`config.mk`:
```
export PLATFORM = sky130hd
export DESIGN_NAME = fetch_sequencer_flat
export DESIGN_NICKNAME = d
export VERILOG_FILES = /design/src/rtl/fetch_sequencer_if.sv /design/src/rtl/fetch_sequencer.sv /design/src/flat_wrapper.sv
export SDC_FILE = /design/constraint.sdc
export NUM_CORES = 1
export LEC_CHECK = 0
export CORE_MARGIN = 5
export CORE_UTILIZATION = 42
export DETAILED_ROUTE_END_ITERATION = 7
export PLACE_DENSITY = 0.79
export SLEW_MARGIN = 10
export SYNTH_ARGS = -nofsm -noshare
export SYNTH_HDL_FRONTEND = slang
export SYNTH_SLANG_ARGS = --single-unit
```
`constraint.sdc`:
```
create_clock -name CLK -period 2 [get_ports CLK]
set_input_delay 0.3 -clock CLK [delete_from_list [all_inputs] [get_ports CLK]]
set_output_delay 0.3 -clock CLK [all_outputs]
set_load 0.005 [all_outputs]
```
`src/rtl/fetch_sequencer_if.sv`:
```
// Fetch-stage bundle: instruction-memory port, pipeline control inputs and IF/ID outputs.
// The slave modport is the fetch sequencer. The master modport is the surrounding core and memory.
interface fetch_sequencer_if #(
   parameter int PC_WIDTH    = 8,
   parameter int INSTR_WIDTH = 16
);
   logic                   load_done;
   logic [INSTR_WIDTH-1:0] instruction;
   logic                   stall;
   logic                   branch_taken;
   logic [PC_WIDTH-1:0]    branch_target;
   logic                   halt;
   logic [PC_WIDTH-1:0]    program_counter;
   logic [INSTR_WIDTH-1:0] if_instruction;
   logic [PC_WIDTH-1:0]    if_pc;
   logic                   if_valid;
   logic                   running;
   logic                   pc_fault;

   modport slave (
      input  load_done, instruction, stall, branch_taken, branch_target, halt,
      output program_counter, if_instruction, if_pc, if_valid, running, pc_fault
   );

   modport master (
      output load_done, instruction, stall, branch_taken, branch_target, halt,
      input  program_counter, if_instruction, if_pc, if_valid, running, pc_fault
   );
endinterface

```
`src/rtl/fetch_sequencer.sv`:
```
// Instruction-fetch stage. It waits for the memory load, then streams one word per cycle into the IF/ID register.
// It also handles stall, branch redirect and flush, halt, and out-of-range branch targets.
module fetch_sequencer #(
   parameter int PC_WIDTH    = 8,
   parameter int INSTR_WIDTH = 16,
   parameter int RESET_PC    = 0,
   parameter int LAST_ADDR   = 31
) (
   input  logic              CLK,
   input  logic              RST,
   fetch_sequencer_if.slave  bus
);
   localparam logic [PC_WIDTH-1:0] RESET_V = PC_WIDTH'(RESET_PC);
   localparam logic [PC_WIDTH-1:0] LAST_V  = PC_WIDTH'(LAST_ADDR);

   typedef enum logic [1:0] {
      WAIT_LOAD = 2'd0,
      RUN       = 2'd1,
      HALTED    = 2'd2
   } state_t;

   state_t                 r_state;
   state_t                 w_state_nxt;
   logic [PC_WIDTH-1:0]    r_pc;
   logic [INSTR_WIDTH-1:0] r_if_instr;
   logic [PC_WIDTH-1:0]    r_if_pc;
   logic                   r_if_valid;
   logic                   r_pc_fault;
   logic                   w_running;
   logic                   w_target_ok;
   logic [PC_WIDTH-1:0]    w_pc_seq;

   assign w_target_ok = (bus.branch_target <= LAST_V);
   // Wrap by address compare, so memories smaller than 2**PC_WIDTH work.
   assign w_pc_seq    = (r_pc == LAST_V) ? '0 : r_pc + 1'b1;

   always_ff @(posedge CLK or posedge RST) begin
      if (RST) r_state <= WAIT_LOAD;
      else     r_state <= w_state_nxt;
   end

   always_comb begin
      w_state_nxt = r_state;
      case (r_state)
         WAIT_LOAD: if (bus.load_done) w_state_nxt = RUN;
         RUN: begin
            if (bus.halt)            w_state_nxt = HALTED;
            else if (!bus.load_done) w_state_nxt = WAIT_LOAD;
         end
         HALTED:    w_state_nxt = HALTED;
         default:   w_state_nxt = WAIT_LOAD;
      endcase
   end

   always_comb begin
      w_running = (r_state == RUN);
   end

   // Datapath. The branch redirect outranks stall, so a flush is never lost behind a stalled decoder.
   always_ff @(posedge CLK or posedge RST) begin
      if (RST) begin
         r_pc       <= RESET_V;
         r_if_instr <= '0;
         r_if_pc    <= '0;
         r_if_valid <= 1'b0;
         r_pc_fault <= 1'b0;
      end else begin
         r_pc_fault <= 1'b0;
         case (r_state)
            RUN: begin
               if (bus.halt) begin
                  r_if_valid <= 1'b0;
               end else if (!bus.load_done) begin
                  r_pc       <= RESET_V;
                  r_if_valid <= 1'b0;
               end else if (bus.branch_taken) begin
                  r_if_valid <= 1'b0;
                  if (w_target_ok) begin
                     r_pc <= bus.branch_target;
                  end else begin
                     r_pc       <= RESET_V;
                     r_pc_fault <= 1'b1;
                  end
               end else if (!bus.stall) begin
                  r_if_instr <= bus.instruction;
                  r_if_pc    <= r_pc;
                  r_if_valid <= 1'b1;
                  r_pc       <= w_pc_seq;
               end
            end
            HALTED: begin
               r_if_valid <= 1'b0;
            end
            default: begin
               r_pc       <= RESET_V;
               r_if_valid <= 1'b0;
            end
         endcase
      end
   end

   assign bus.program_counter = r_pc;
   assign bus.if_instruction  = r_if_instr;
   assign bus.if_pc           = r_if_pc;
   assign bus.if_valid        = r_if_valid;
   assign bus.running         = w_running;
   assign bus.pc_fault        = r_pc_fault;
endmodule

```
`src/flat_wrapper.sv`:
```
// flat-port wrapper written by rule: the top's interface ports become plain ports
module fetch_sequencer_flat 
#(
   parameter int PC_WIDTH    = 8,
   parameter int INSTR_WIDTH = 16,
   parameter int RESET_PC    = 0,
   parameter int LAST_ADDR   = 31
)
  (CLK, RST, bus_load_done, bus_instruction, bus_stall, bus_branch_taken, bus_branch_target, bus_halt, bus_program_counter, bus_if_instruction, bus_if_pc, bus_if_valid, bus_running, bus_pc_fault);
  fetch_sequencer_if #(.PC_WIDTH(PC_WIDTH), .INSTR_WIDTH(INSTR_WIDTH)) bus_i ();
  input  logic CLK;
  input  logic RST;
  input wire logic [$bits(bus_i.load_done)-1:0] bus_load_done;
  input wire logic [$bits(bus_i.instruction)-1:0] bus_instruction;
  input wire logic [$bits(bus_i.stall)-1:0] bus_stall;
  input wire logic [$bits(bus_i.branch_taken)-1:0] bus_branch_taken;
  input wire logic [$bits(bus_i.branch_target)-1:0] bus_branch_target;
  input wire logic [$bits(bus_i.halt)-1:0] bus_halt;
  output wire logic [$bits(bus_i.program_counter)-1:0] bus_program_counter;
  output wire logic [$bits(bus_i.if_instruction)-1:0] bus_if_instruction;
  output wire logic [$bits(bus_i.if_pc)-1:0] bus_if_pc;
  output wire logic [$bits(bus_i.if_valid)-1:0] bus_if_valid;
  output wire logic [$bits(bus_i.running)-1:0] bus_running;
  output wire logic [$bits(bus_i.pc_fault)-1:0] bus_pc_fault;
  assign bus_i.load_done = bus_load_done;
  assign bus_i.instruction = bus_instruction;
  assign bus_i.stall = bus_stall;
  assign bus_i.branch_taken = bus_branch_taken;
  assign bus_i.branch_target = bus_branch_target;
  assign bus_i.halt = bus_halt;
  assign bus_program_counter = bus_i.program_counter;
  assign bus_if_instruction = bus_i.if_instruction;
  assign bus_if_pc = bus_i.if_pc;
  assign bus_if_valid = bus_i.if_valid;
  assign bus_running = bus_i.running;
  assign bus_pc_fault = bus_i.pc_fault;
  fetch_sequencer #(.PC_WIDTH(PC_WIDTH), .INSTR_WIDTH(INSTR_WIDTH), .RESET_PC(RESET_PC), .LAST_ADDR(LAST_ADDR)) u_core (.CLK(CLK), .RST(RST), .bus(bus_i));
endmodule
```
Word level (Yosys, flattened, before mapping)
Cells that the tools add are included.
{ "totals": {"in_bits": 30, "regBits": 36, "output_inout_bits": 35, "elab_cells": 45} }
{ "op_classes": {"bitwise": 4, "reduce_logical": 4, "muxes": 21, "addsub": 1, "eq_ne": 8, "n_lt_le_gt_ge": 1} }
{ "op_table": {"columns": ["op", "n"], "rows": [
  ["$mux W8", 6],
  ["$pmux W8 S2", 1],
  ["$mux W1", 10],
  ["$add A8 B1 Y8 const B", 1],
  ["$eq A8 B5 Y1 const B", 1],
  ["$le A8 B5 Y1 const B", 1],
  ["$mux W2", 3],
  ["$pmux W2 S3", 1],
  ["$ne A5 B5 Y1 const B", 1],
  ["$reduce_and A5 Y1", 1],
  ["$ne A2 B2 Y1 const B", 2],
  ["$ne A4 B4 Y1 const B", 1],
  ["$not A1 Y1", 4],
  ["$ne A3 B3 Y1 const B", 1],
  ["$reduce_and A3 Y1", 1],
  ["$eq A2 B1 Y1 const B", 1],
  ["$eq A2 B2 Y1 const B", 1],
  ["$logic_not A2 Y1", 1],
  ["$reduce_and A2 Y1", 1]
]} }

Depth between registers and ports, before layout
Gate-level depths: netlist of the first run.
{ "depth": {"depth_word": 7, "depth_mapped": 5, "mapped_depth_nobuf": 5} }

Least setup slack after synthesis of the first run
No wires, ideal clock.
{ "synth_path": {"kind": "register to register", "from": "register u_core.r_state[1]", "to": "register u_core.r_pc[5] (netlist: u_core.bus.program_counter[5])", "setup_ps": 82, "required_ps": 1918, "arrival_ps": 1600, "period_less_slack_ps": 1682, "slack_ps": 318, "stages_incl_launch_ff": 6, "n_path_buf": 1, "path_cell_list": "dfrtp_1 -> nand4bb_4 -> or3_1 -> buf_2 -> or3_1 -> a31oi_1"} }
{ "synth_via": {"elab_chain_len": 3} }
{ "synth_rtl": {"columns": ["element", "line_no", "source"], "rows": [
  ["start, declared", "fetch_sequencer.sv:22", "state_t r_state;"],
  ["start signal, assigned", "fetch_sequencer.sv:39", "else r_state <= w_state_nxt;"],
  ["$eq A2 B1 Y1 / $eq A2 B2 Y1 (equally long branches)", "fetch_sequencer.sv:69", "case (r_state)"],
  ["$ne A4 B4 Y1 (no source line), or another cell as far along", null, null],
  ["$reduce_and A3 Y1 (no source line)", null, null],
  ["end signal, assigned", "fetch_sequencer.sv:79", "r_pc <= bus.branch_target;"],
  ["end signal, assigned", "fetch_sequencer.sv:88", "r_pc <= w_pc_seq;"],
  ["end, declared", "fetch_sequencer.sv:24", "logic [PC_WIDTH-1:0] r_pc;"]
]} }
Parallel ways exist; a longest one is shown, timed or not.
A chain may end at the register's enable or synchronous reset.

Worst setup path in the final report of the first run
{ "layout_path": {"from": "register u_core.r_state[1]", "to": "output bus_running"} }
{ "layout_via": {"elab_chain_len": 1} }
{ "layout_rtl": {"columns": ["element", "line_no", "source"], "rows": [
  ["$eq A2 B1 Y1", "fetch_sequencer.sv:56", "w_running = (r_state == RUN);"],
  ["end, declared", "flat_wrapper.sv:23", "output wire logic [$bits(bus_i.running)-1:0] bus_running;"]
]} }
Every way passes these cells.

==> impl_metrics.env, run 1 <==
export IMPL_outcome="complete, no violations"
export IMPL_setup_viol=0
export IMPL_io_buffers=64
export IMPL_tns_ps=0
export IMPL_slew_viol_final=0
export IMPL_yosysTopAreaCell="dfrtp_1"
export IMPL_gr_total_overflow=0
export IMPL_grt_setup_unrepaired="false"
export IMPL_yosysMostFrequentCell="dfrtp_1"
export IMPL_clock_sinks=36
export IMPL_cts_max_path_buffers=2
export IMPL_post_cts_resize_count=0
export IMPL_rows=22
export IMPL_startpoint_type="register"
export IMPL_irDropWorstVdd_uv=735
export IMPL_slew_limit_headroom_pct=61.0
export IMPL_area_delta_synth_final_pct=54.5
export IMPL_diodes=0
export IMPL_layout_cells_non_filler=245
export IMPL_timing_rr_start="u_core.bus.program_counter[0]$_DFFE_PP0P_"
export IMPL_crit_type="register to output port"
export IMPL_vias=1333
export IMPL_min_path_type="input port to asynchronous set/reset pin"
export IMPL_cts_made_buffers=5
export IMPL_cap_violations=0
export IMPL_hold_violations=0
export IMPL_dieArea_mm2=0.00511
export IMPL_synth_ff_type="dfrtp_1"
export IMPL_clock_root_buffer="clkbuf_8"
export IMPL_worstPathArrival_ps=1450
export IMPL_final_net_count=227
export IMPL_ctsHoldBuffers=0
export IMPL_dp_cells=237
export IMPL_drive_gt1_share_pct=22.3
export IMPL_post_route_period_util_pct=87.6
export IMPL_synth_seq_area_share_pct=56.7
export IMPL_max_freq_ghz=0.571
export IMPL_htree_levels=2
export IMPL_path_clk_slew_ps=70
export IMPL_final_area_mm2=0.00245
export IMPL_regArea_um2=901
export IMPL_dp_hpwl_um=3050
export IMPL_p_seq_share_pct=42.3
export IMPL_ant_nets=0
export IMPL_power_density_mw_per_mm2=961
export IMPL_netlist_top_cells_area="dfrtp_1, mux2_2, o21ai_0, nand4bb_4, a31oi_1"
export IMPL_synthTopCellsByCount="dfrtp_1, mux2_2, o21ai_0"
export IMPL_startpoint="u_core.r_state[1]$_DFFE_PP0P_"
export IMPL_drc=0
export IMPL_clock_latency_ps=290
export IMPL_power_share_switching_pct=25.6
export IMPL_core_area_mm2=0.00366
export IMPL_fin_crit_ps=1750
export IMPL_crit_fanout=8
export IMPL_totalWireLength_um=4050
export IMPL_ys_async_sr_fraction_pct=100
export IMPL_synth_cell_types=39
export IMPL_die_x_um=71.5
export IMPL_synth_seq_cells=36
export IMPL_ioPinCount=65
export IMPL_drtPass1Iterations=4
export IMPL_grtUsageTotal_pct=16.6
export IMPL_synth_edf_count=0
export IMPL_chipHeight_um=71.5
export IMPL_drt_iter0_drc=65
export IMPL_power_mw=2.36
export IMPL_synth_area_mm2=0.00159
export IMPL_postPlaceCellArea_mm2=0.00234
export IMPL_postSynthCellCount=122
export IMPL_antenna_found_initial=0
export IMPL_synth_area_per_cell_um2=13.0
export IMPL_wire_per_inst_um=16.5
export IMPL_p_sw_mw=0.603
export IMPL_pwr_share_clk_pct=27.1
export IMPL_multiInputGateArea_um2=663
export IMPL_worstMarginPinSlew_ps=580
export IMPL_vias_per_cell=5.44
export IMPL_leakagePower_nw=1.06
export IMPL_ys_warn_count=0
export IMPL_postCtsSetupRepairBufs=0
export IMPL_p_int_mw=1.75
export IMPL_required_ps=1700
export IMPL_grt_pass1_wl_um=6620
export IMPL_grt_max_degree=37
export IMPL_end_kind="output port"
export IMPL_gp_congestion=0.816
export IMPL_start_util_pct=43.4
export IMPL_cts_tree="built"
export IMPL_fillCellCount=299
export IMPL_comb_power_share_pct=30.6
export IMPL_fin_skew_ps=3.10
export IMPL_grt_pass1_vias=1368
export IMPL_synth_nets=153
export IMPL_synth_top_area_share_pct=56.7
==> state kept, by name, indices dropped and copies added (netlist names) <==
register	flops
u_core.bus.program_counter	8
u_core.bus.if_instruction	16
u_core.bus.if_pc	8
u_core.bus.if_valid	1
u_core.bus.pc_fault	1
u_core.r_state	2
==> area by class of cell <==
type                            instances  area share, %
Clock buffer                            5           2.81
Clock inverter                          3           1.73
Inverter                                3          0.459
Multi-Input combinational cell         79           27.0
Timing Repair Buffer                   71           28.8
Sequential cell                        36           36.7
Tap cell                               48           2.45
==> metrics by stage <==
stage	utilization (%)	setup slack, ps	hold WS [ps]
5_1_grt	67.0	165	490
4_1_cts	67.0	241	428
6_report	67.0	249	416
2_1_floorplan	-	318	452
3_3_place_gp	63.9	51.8	487
3_5_place_dp	63.9	4.41	498
==> power groups by stage <==
stage	registers [mW]	logic, mW	clock network, mW
global route	1.03	0.772	0.681
global placement	0.998	0.704	0
CTS	1.00	0.732	0.653
finish	0.997	0.721	0.639
floorplan	1.01	0.259	0
detailed placement	1.01	0.726	0
==> path summary, 6_finish.rpt <==
check	to	slack (ps)	cells past startpoint
min reg2reg	u_core.bus.if_instruction[2]$_DFFE_PP0P_	510	1
max in group asynchronous	u_core.bus.if_instruction[1]$_DFFE_PP0P_	1280	3
min in group CLK	u_core.bus.if_instruction[2]$_DFFE_PP0P_	510	1
max reg2reg	u_core.bus.program_counter[5]$_DFFE_PP0P_	290	5
min	u_core.bus.if_instruction[13]$_DFFE_PP0P_	420	3
max	bus_running	250	2
==> critical path, stage by stage (launching register included) <==
cell,delay [ps]
dfrtp_1,450
and2b_1,220
clkdlybuf4s50_1,500
==> cells in the final DEF (no fill, tap or decap), drive strengths merged, types with 2 or more instances in the layout <==
cell type,synthesis,routed
o21ai,6,6
nor4,2,2
and3,2,2
or3,2,2
a22oi,2,2
inv,3,3
nand2,5,5
a31oi,3,3
dfrtp,36,36
clkbuf,1,5
nor3,2,2
mux2,24,24
buf,3,7
clkdlybuf4s50,0,64
o2bb2ai,2,2
a21oi,2,2
nor2,5,5
==> logic make-up (layout without fill, tap and decap cells) <==
family,Yosys count,count (layout),share of synthesized area (%)
xor gates and xnor gates,1,1,0.552
adders and majority gates,1,1,0.788
and+or+nand+nor,28,28,11.6
buffers and inverters,7,82,1.89
DFF,36,36,56.7
AOI/OAI and AO/OA,24,24,10.8
muxes,25,25,17.7
==> layer usage <==
| layer | vias to the layer above | routed length, um | GRT usage (%) |
|---|---|---|---|
| met1 | 663 | 1630 | 19.3 |
| met5 | - | 0 | 0 |
| met4 | 0 | 59 | 5.85 |
| met2 | 58 | 2080 | 29.2 |
| li1 | 606 | - | - |
| met3 | 6 | 278 | 4.77 |
(Power assumes the default switching activity.)
==> inputs of run 2 (changes only) <==
--- a/config.mk
+++ b/config.mk
@@ -6,4 +6,6 @@
 export NUM_CORES = 1
 export LEC_CHECK = 0
+export CAP_MARGIN = 20
+export CORE_ASPECT_RATIO = 0.8
 export CORE_MARGIN = 5
 export CORE_UTILIZATION = 42
==> constraint.sdc (replaced) <==
create_clock -name CLK -period 2 [get_ports CLK]
set_input_delay 0.2 -clock CLK [delete_from_list [all_inputs] [get_ports CLK]]
set_output_delay 0.2 -clock CLK [all_outputs]
set_load 0.005 [all_outputs]
==> impl_metrics.env, run 2 (synthesis gave the netlist of run 1 again) <==
export IMPL_min_path_type="input port to asynchronous set/reset pin"
export IMPL_post_route_period_util_pct=88.1
export IMPL_postCtsSetupRepairBufs=0
export IMPL_final_common_cell="clkdlybuf4s50_1"
export IMPL_worstMarginPinSlew_ps=549
export IMPL_drt_iter0_drc=55
export IMPL_multiInputGateArea_um2=663
export IMPL_drtPass1Iterations=4
export IMPL_outcome="complete, no violations"
export IMPL_comb_power_share_pct=31.8
export IMPL_clock_root_buffer="clkbuf_8"
export IMPL_io_buffers=64
export IMPL_vias=1242
export IMPL_p_sw_mw=0.560
export IMPL_slew_limit_headroom_pct=63.1
export IMPL_dieArea_mm2=0.00512
export IMPL_fin_crit_ps=1760
export IMPL_area_delta_synth_final_pct=52.7
export IMPL_totalWireLength_um=3900
export IMPL_worstPathArrival_ps=1910
export IMPL_core_area_mm2=0.00373
export IMPL_hold_violations=0
export IMPL_grt_pass1_wl_um=6700
export IMPL_wl_met1_um=1660
export IMPL_power_share_switching_pct=24.9
export IMPL_met2_length_um=1950
export IMPL_max_freq_ghz=0.568
export IMPL_p_int_mw=1.69
export IMPL_final_cell_mix="clkdlybuf4s50_1, dfrtp_1, mux2_2, clkbuf_8, o21ai_0"
export IMPL_fillCellCount=270
export IMPL_crit_family="simple AND/OR/NAND/NOR gates"
export IMPL_clock_latency_ps=270
export IMPL_start_util_pct=42.6
export IMPL_clock_sinks=36
export IMPL_p_seq_share_pct=44.5
export IMPL_cts_max_path_buffers=2
export IMPL_grt_pass1_vias=1400
export IMPL_fin_skew_ps=4.79
export IMPL_die_x_um=78.7
export IMPL_cap_violations=0
export IMPL_antenna_found_initial=0
export IMPL_htree_levels=2
export IMPL_drive_gt1_share_pct=21.5
export IMPL_highest_layer="met4"
export IMPL_wire_per_inst_um=16.3
export IMPL_grt_max_degree=37
export IMPL_vias_per_cell=5.20
export IMPL_rows=20
export IMPL_crit_path_top_delay_cell="dfrtp_1"
export IMPL_ctsHoldBuffers=0
export IMPL_regArea_um2=901
export IMPL_pwr_share_clk_pct=23.7
export IMPL_irDropWorstVdd_uv=712
export IMPL_end_kind="register"
export IMPL_leakagePower_nw=1.05
export IMPL_wl_met3_um=258
export IMPL_path_clk_slew_ps=70
export IMPL_ant_nets=0
export IMPL_post_cts_resize_count=0
export IMPL_setup_viol=0
export IMPL_grtUsageTotal_pct=17.0
export IMPL_critical_path_most_common_cell="a31oi_1"
export IMPL_ioPinCount=65
export IMPL_slew_viol_final=0
export IMPL_gp_congestion=0.815
export IMPL_chipHeight_um=65.0
export IMPL_drc=0
export IMPL_power_density_mw_per_mm2=929
export IMPL_gr_total_overflow=0
export IMPL_startpoint_type="register"
export IMPL_cts_tree="built"
export IMPL_largest_register_ff_count=16
export IMPL_grt_setup_unrepaired="false"
export IMPL_postPlaceCellArea_mm2=0.00233
export IMPL_crit_fanout=6
export IMPL_crit_type="register to register"
export IMPL_required_ps=2140
export IMPL_dp_hpwl_um=2960
export IMPL_slowest_delay_ps=470
export IMPL_diodes=0
export IMPL_final_net_count=226
export IMPL_final_area_mm2=0.00242
export IMPL_cts_made_buffers=5
export IMPL_tns_ps=0
export IMPL_cp_cell_sequence="ha_1, nand4_1, or4_1, a31oi_1, a31oi_1"
export IMPL_path_buf_inv=0
run 2: cell type report:
type                       instances  area share (%)
sequential                        36            37.2
timing repair buffer              70            28.8
multi-input combinational         79            27.3
clock buffer                       7            3.97
tap                               44            2.27
inverter                           3           0.464
run 2: final timing paths:
path,from,end,slack (ps),cells after the start
worst min-delay path,RST,u_core.bus.program_counter[3]$_DFFE_PP0P_,340,3
worst max register to register,u_core.bus.program_counter[0]$_DFFE_PP0P_,u_core.bus.program_counter[5]$_DFFE_PP0P_,240,5
min in group CLK,u_core.bus.if_instruction[13]$_DFFE_PP0P_,u_core.bus.if_instruction[13]$_DFFE_PP0P_,510,1
worst max-delay path,u_core.bus.program_counter[0]$_DFFE_PP0P_,u_core.bus.program_counter[5]$_DFFE_PP0P_,240,5
worst min register to register,u_core.bus.if_instruction[13]$_DFFE_PP0P_,u_core.bus.if_instruction[13]$_DFFE_PP0P_,510,1
max in group asynchronous,RST,u_core.bus.if_instruction[14]$_DFFE_PP0P_,1350,3
run 2: tightest hold or removal path, stage by stage:
cell and delay, ps:
clkdlybuf4s50_1 400, inv_1 50, buf_4 390
run 2: stage by stage:
stage / util (%) / setup slack, ps / power, mW / hold WS [ps] / cells
after floorplan: - / 318 / 1.27 / 352 / 122
after global placement: 62.4 / 131 / 1.71 / 489 / 232
after detailed placement: 62.4 / 65.1 / 1.74 / 494 / 232
after CTS: 65.0 / 256 / 2.29 / 348 / 239
after global routing: 65.0 / 129 / 2.41 / 405 / 239
final: 65.0 / 238 / 2.25 / 335 / 239
run 2: metal layers:
| metal | GRT usage (%) | vias to the layer above |
|---|---|---|
| met2 | 29.4 | 36 |
| li1 | - | 601 |
| met3 | 6.25 | 4 |
| met4 | 4.59 | 0 |
| met5 | 0 | - |
| met1 | 19.8 | 601 |
run 2: power by group through the flow:
stage	Clock (mW)	Sequential (mW)	Combinational [mW]
6_report	0.534	1.00	0.717
3_5_place_dp	0	1.01	0.730
3_3_place_gp	0	0.998	0.708
5_1_grt	0.594	1.03	0.782
4_1_cts	0.551	1.00	0.733
2_1_floorplan	0	1.01	0.259
==> inputs of run 3 (changes only) <==
Settings changed: REMOVE_ABC_BUFFERS from default to 1.
==> impl_metrics.env, run 3 (synthesis gave the netlist of run 1 again) <==
export IMPL_cts_made_buffers=5
export IMPL_post_route_period_util_pct=88.8
export IMPL_min_path_type="input port to asynchronous set/reset pin"
export IMPL_cts_tree="built"
export IMPL_grt_pass1_wl_um=6560
export IMPL_wire_per_inst_um=16.4
export IMPL_grtUsageTotal_pct=16.4
export IMPL_p_seq_share_pct=42.9
export IMPL_totalWireLength_um=3950
export IMPL_post_cts_resize_count=0
export IMPL_diodes=0
export IMPL_fillCellCount=276
export IMPL_irDropWorstVdd_uv=734
export IMPL_slew_viol_final=0
export IMPL_core_area_mm2=0.00373
export IMPL_largest_register_ff_count=16
export IMPL_leakagePower_nw=1.06
export IMPL_clock_sinks=36
export IMPL_io_buffers=64
export IMPL_rows=20
export IMPL_drtPass1Iterations=6
export IMPL_final_net_count=227
export IMPL_ant_nets=0
export IMPL_dieArea_mm2=0.00512
export IMPL_power_share_switching_pct=24.3
export IMPL_ff2ff_setup_slack_ps=220
export IMPL_drt_iter0_drc=71
export IMPL_postCtsSetupRepairBufs=0
export IMPL_die_x_um=78.7
export IMPL_comb_power_share_pct=30.8
export IMPL_final_common_cell="clkdlybuf4s50_1"
export IMPL_end_kind="register"
export IMPL_crit_type="register to register"
export IMPL_clock_latency_ps=280
export IMPL_antenna_found_initial=0
export IMPL_setup_viol=0
export IMPL_cts_max_path_buffers=2
export IMPL_worstPathArrival_ps=1930
export IMPL_start_util_pct=42.6
export IMPL_vias_per_cell=5.31
export IMPL_fin_skew_ps=4.90
export IMPL_htree_levels=2
export IMPL_gr_total_overflow=0
export IMPL_tns_ps=0
export IMPL_drive_gt1_share_pct=21.8
export IMPL_p_int_mw=1.76
export IMPL_grt_setup_unrepaired="false"
export IMPL_pwr_share_clk_pct=26.3
export IMPL_area_delta_synth_final_pct=53.9
export IMPL_drc=0
export IMPL_grt_pass1_vias=1346
export IMPL_dp_cells=233
export IMPL_chipHeight_um=65.0
export IMPL_startpoint_type="register"
export IMPL_worstMarginPinSlew_ps=610
export IMPL_dp_hpwl_um=3090
export IMPL_clock_root_buffer="clkbuf_8"
export IMPL_ioPinCount=65
export IMPL_hold_violations=0
export IMPL_fin_crit_ps=1780
export IMPL_vias=1280
export IMPL_final_cell_mix="clkdlybuf4s50_1, dfrtp_1, mux2_2, o21ai_0, buf_4"
export IMPL_crit_fanout=6
export IMPL_grt_max_degree=37
export IMPL_p_sw_mw=0.565
export IMPL_cap_violations=0
export IMPL_path_clk_slew_ps=70
export IMPL_required_ps=2160
export IMPL_gp_congestion=0.832
export IMPL_outcome="complete, no violations"
export IMPL_power_density_mw_per_mm2=949
export IMPL_ctsHoldBuffers=0
export IMPL_layout_cells_non_filler=241
export IMPL_slew_limit_headroom_pct=59.0
export IMPL_max_freq_ghz=0.563
run 3: cell count changes in the layout (fill, tap and decap cells not counted), sizes merged:
cell,before,now
clkinv,0,1
buf,6,7
bufinv,0,1
clkbuf,7,6
run 3: worst max-delay path, stage by stage, from the launching register on:
cell and delay (ps):
dfrtp_1 430, ha_1 250, nand4_1 170, nor4_1 500
o41ai_1 150, o2bb2ai_1 150
run 3: cell type report:
| cell class | count | area [um^2] | share of cell area [%] |
|---|---|---|---|
| Sequential cell | 36 | 901 | 36.9 |
| Clock inverter | 2 | 35.0 | 1.43 |
| Tap cell | 44 | 55.1 | 2.25 |
| Clock buffer | 6 | 72.6 | 2.97 |
| Timing Repair Buffer | 71 | 706 | 28.9 |
| Multi-Input combinational cell | 79 | 663 | 27.1 |
| Inverter | 3 | 11.3 | 0.461 |
run 3: metrics by stage:
stage	instance area, um^2	util (%)	total power [mW]	worst slack [ps]	hold slack, ps
after CTS	2440	65.5	2.35	245	342
after global routing	2440	65.5	2.46	82.6	397
after global placement	2340	62.7	1.70	114	488
after detailed placement	2340	62.7	1.74	58.5	497
final	2440	65.5	2.32	224	334
after floorplan	1570	-	1.27	-129	273
run 3: power by group through the flow:
stage	Combinational (mW)	Sequential, mW	Clock [mW]
finish	0.715	0.996	0.609
global placement	0.705	0.998	0
CTS	0.728	0.999	0.627
detailed placement	0.725	1.01	0
global route	0.772	1.02	0.662
floorplan	0.255	1.01	0
run 3: worst paths after layout:
kind,endpoint,start,cells after the start
min reg2reg,u_core.bus.if_instruction[14]$_DFFE_PP0P_,u_core.bus.if_instruction[14]$_DFFE_PP0P_,1
max,u_core.bus.program_counter[3]$_DFFE_PP0P_,u_core.bus.program_counter[0]$_DFFE_PP0P_,5
min,u_core.bus.if_pc[4]$_DFFE_PP0P_,RST,3
max in group asynchronous,u_core.bus.program_counter[0]$_DFFE_PP0P_,RST,3
max reg2reg,u_core.bus.program_counter[3]$_DFFE_PP0P_,u_core.bus.program_counter[0]$_DFFE_PP0P_,5
min in group CLK,u_core.bus.if_instruction[14]$_DFFE_PP0P_,u_core.bus.if_instruction[14]$_DFFE_PP0P_,1
run 3: layer usage:
metal / GRT usage, % / wire (um)
met5: 0 / 0
met4: 3.93 / 23
met3: 4.17 / 181
met2: 29.3 / 2110
met1: 19.9 / 1640
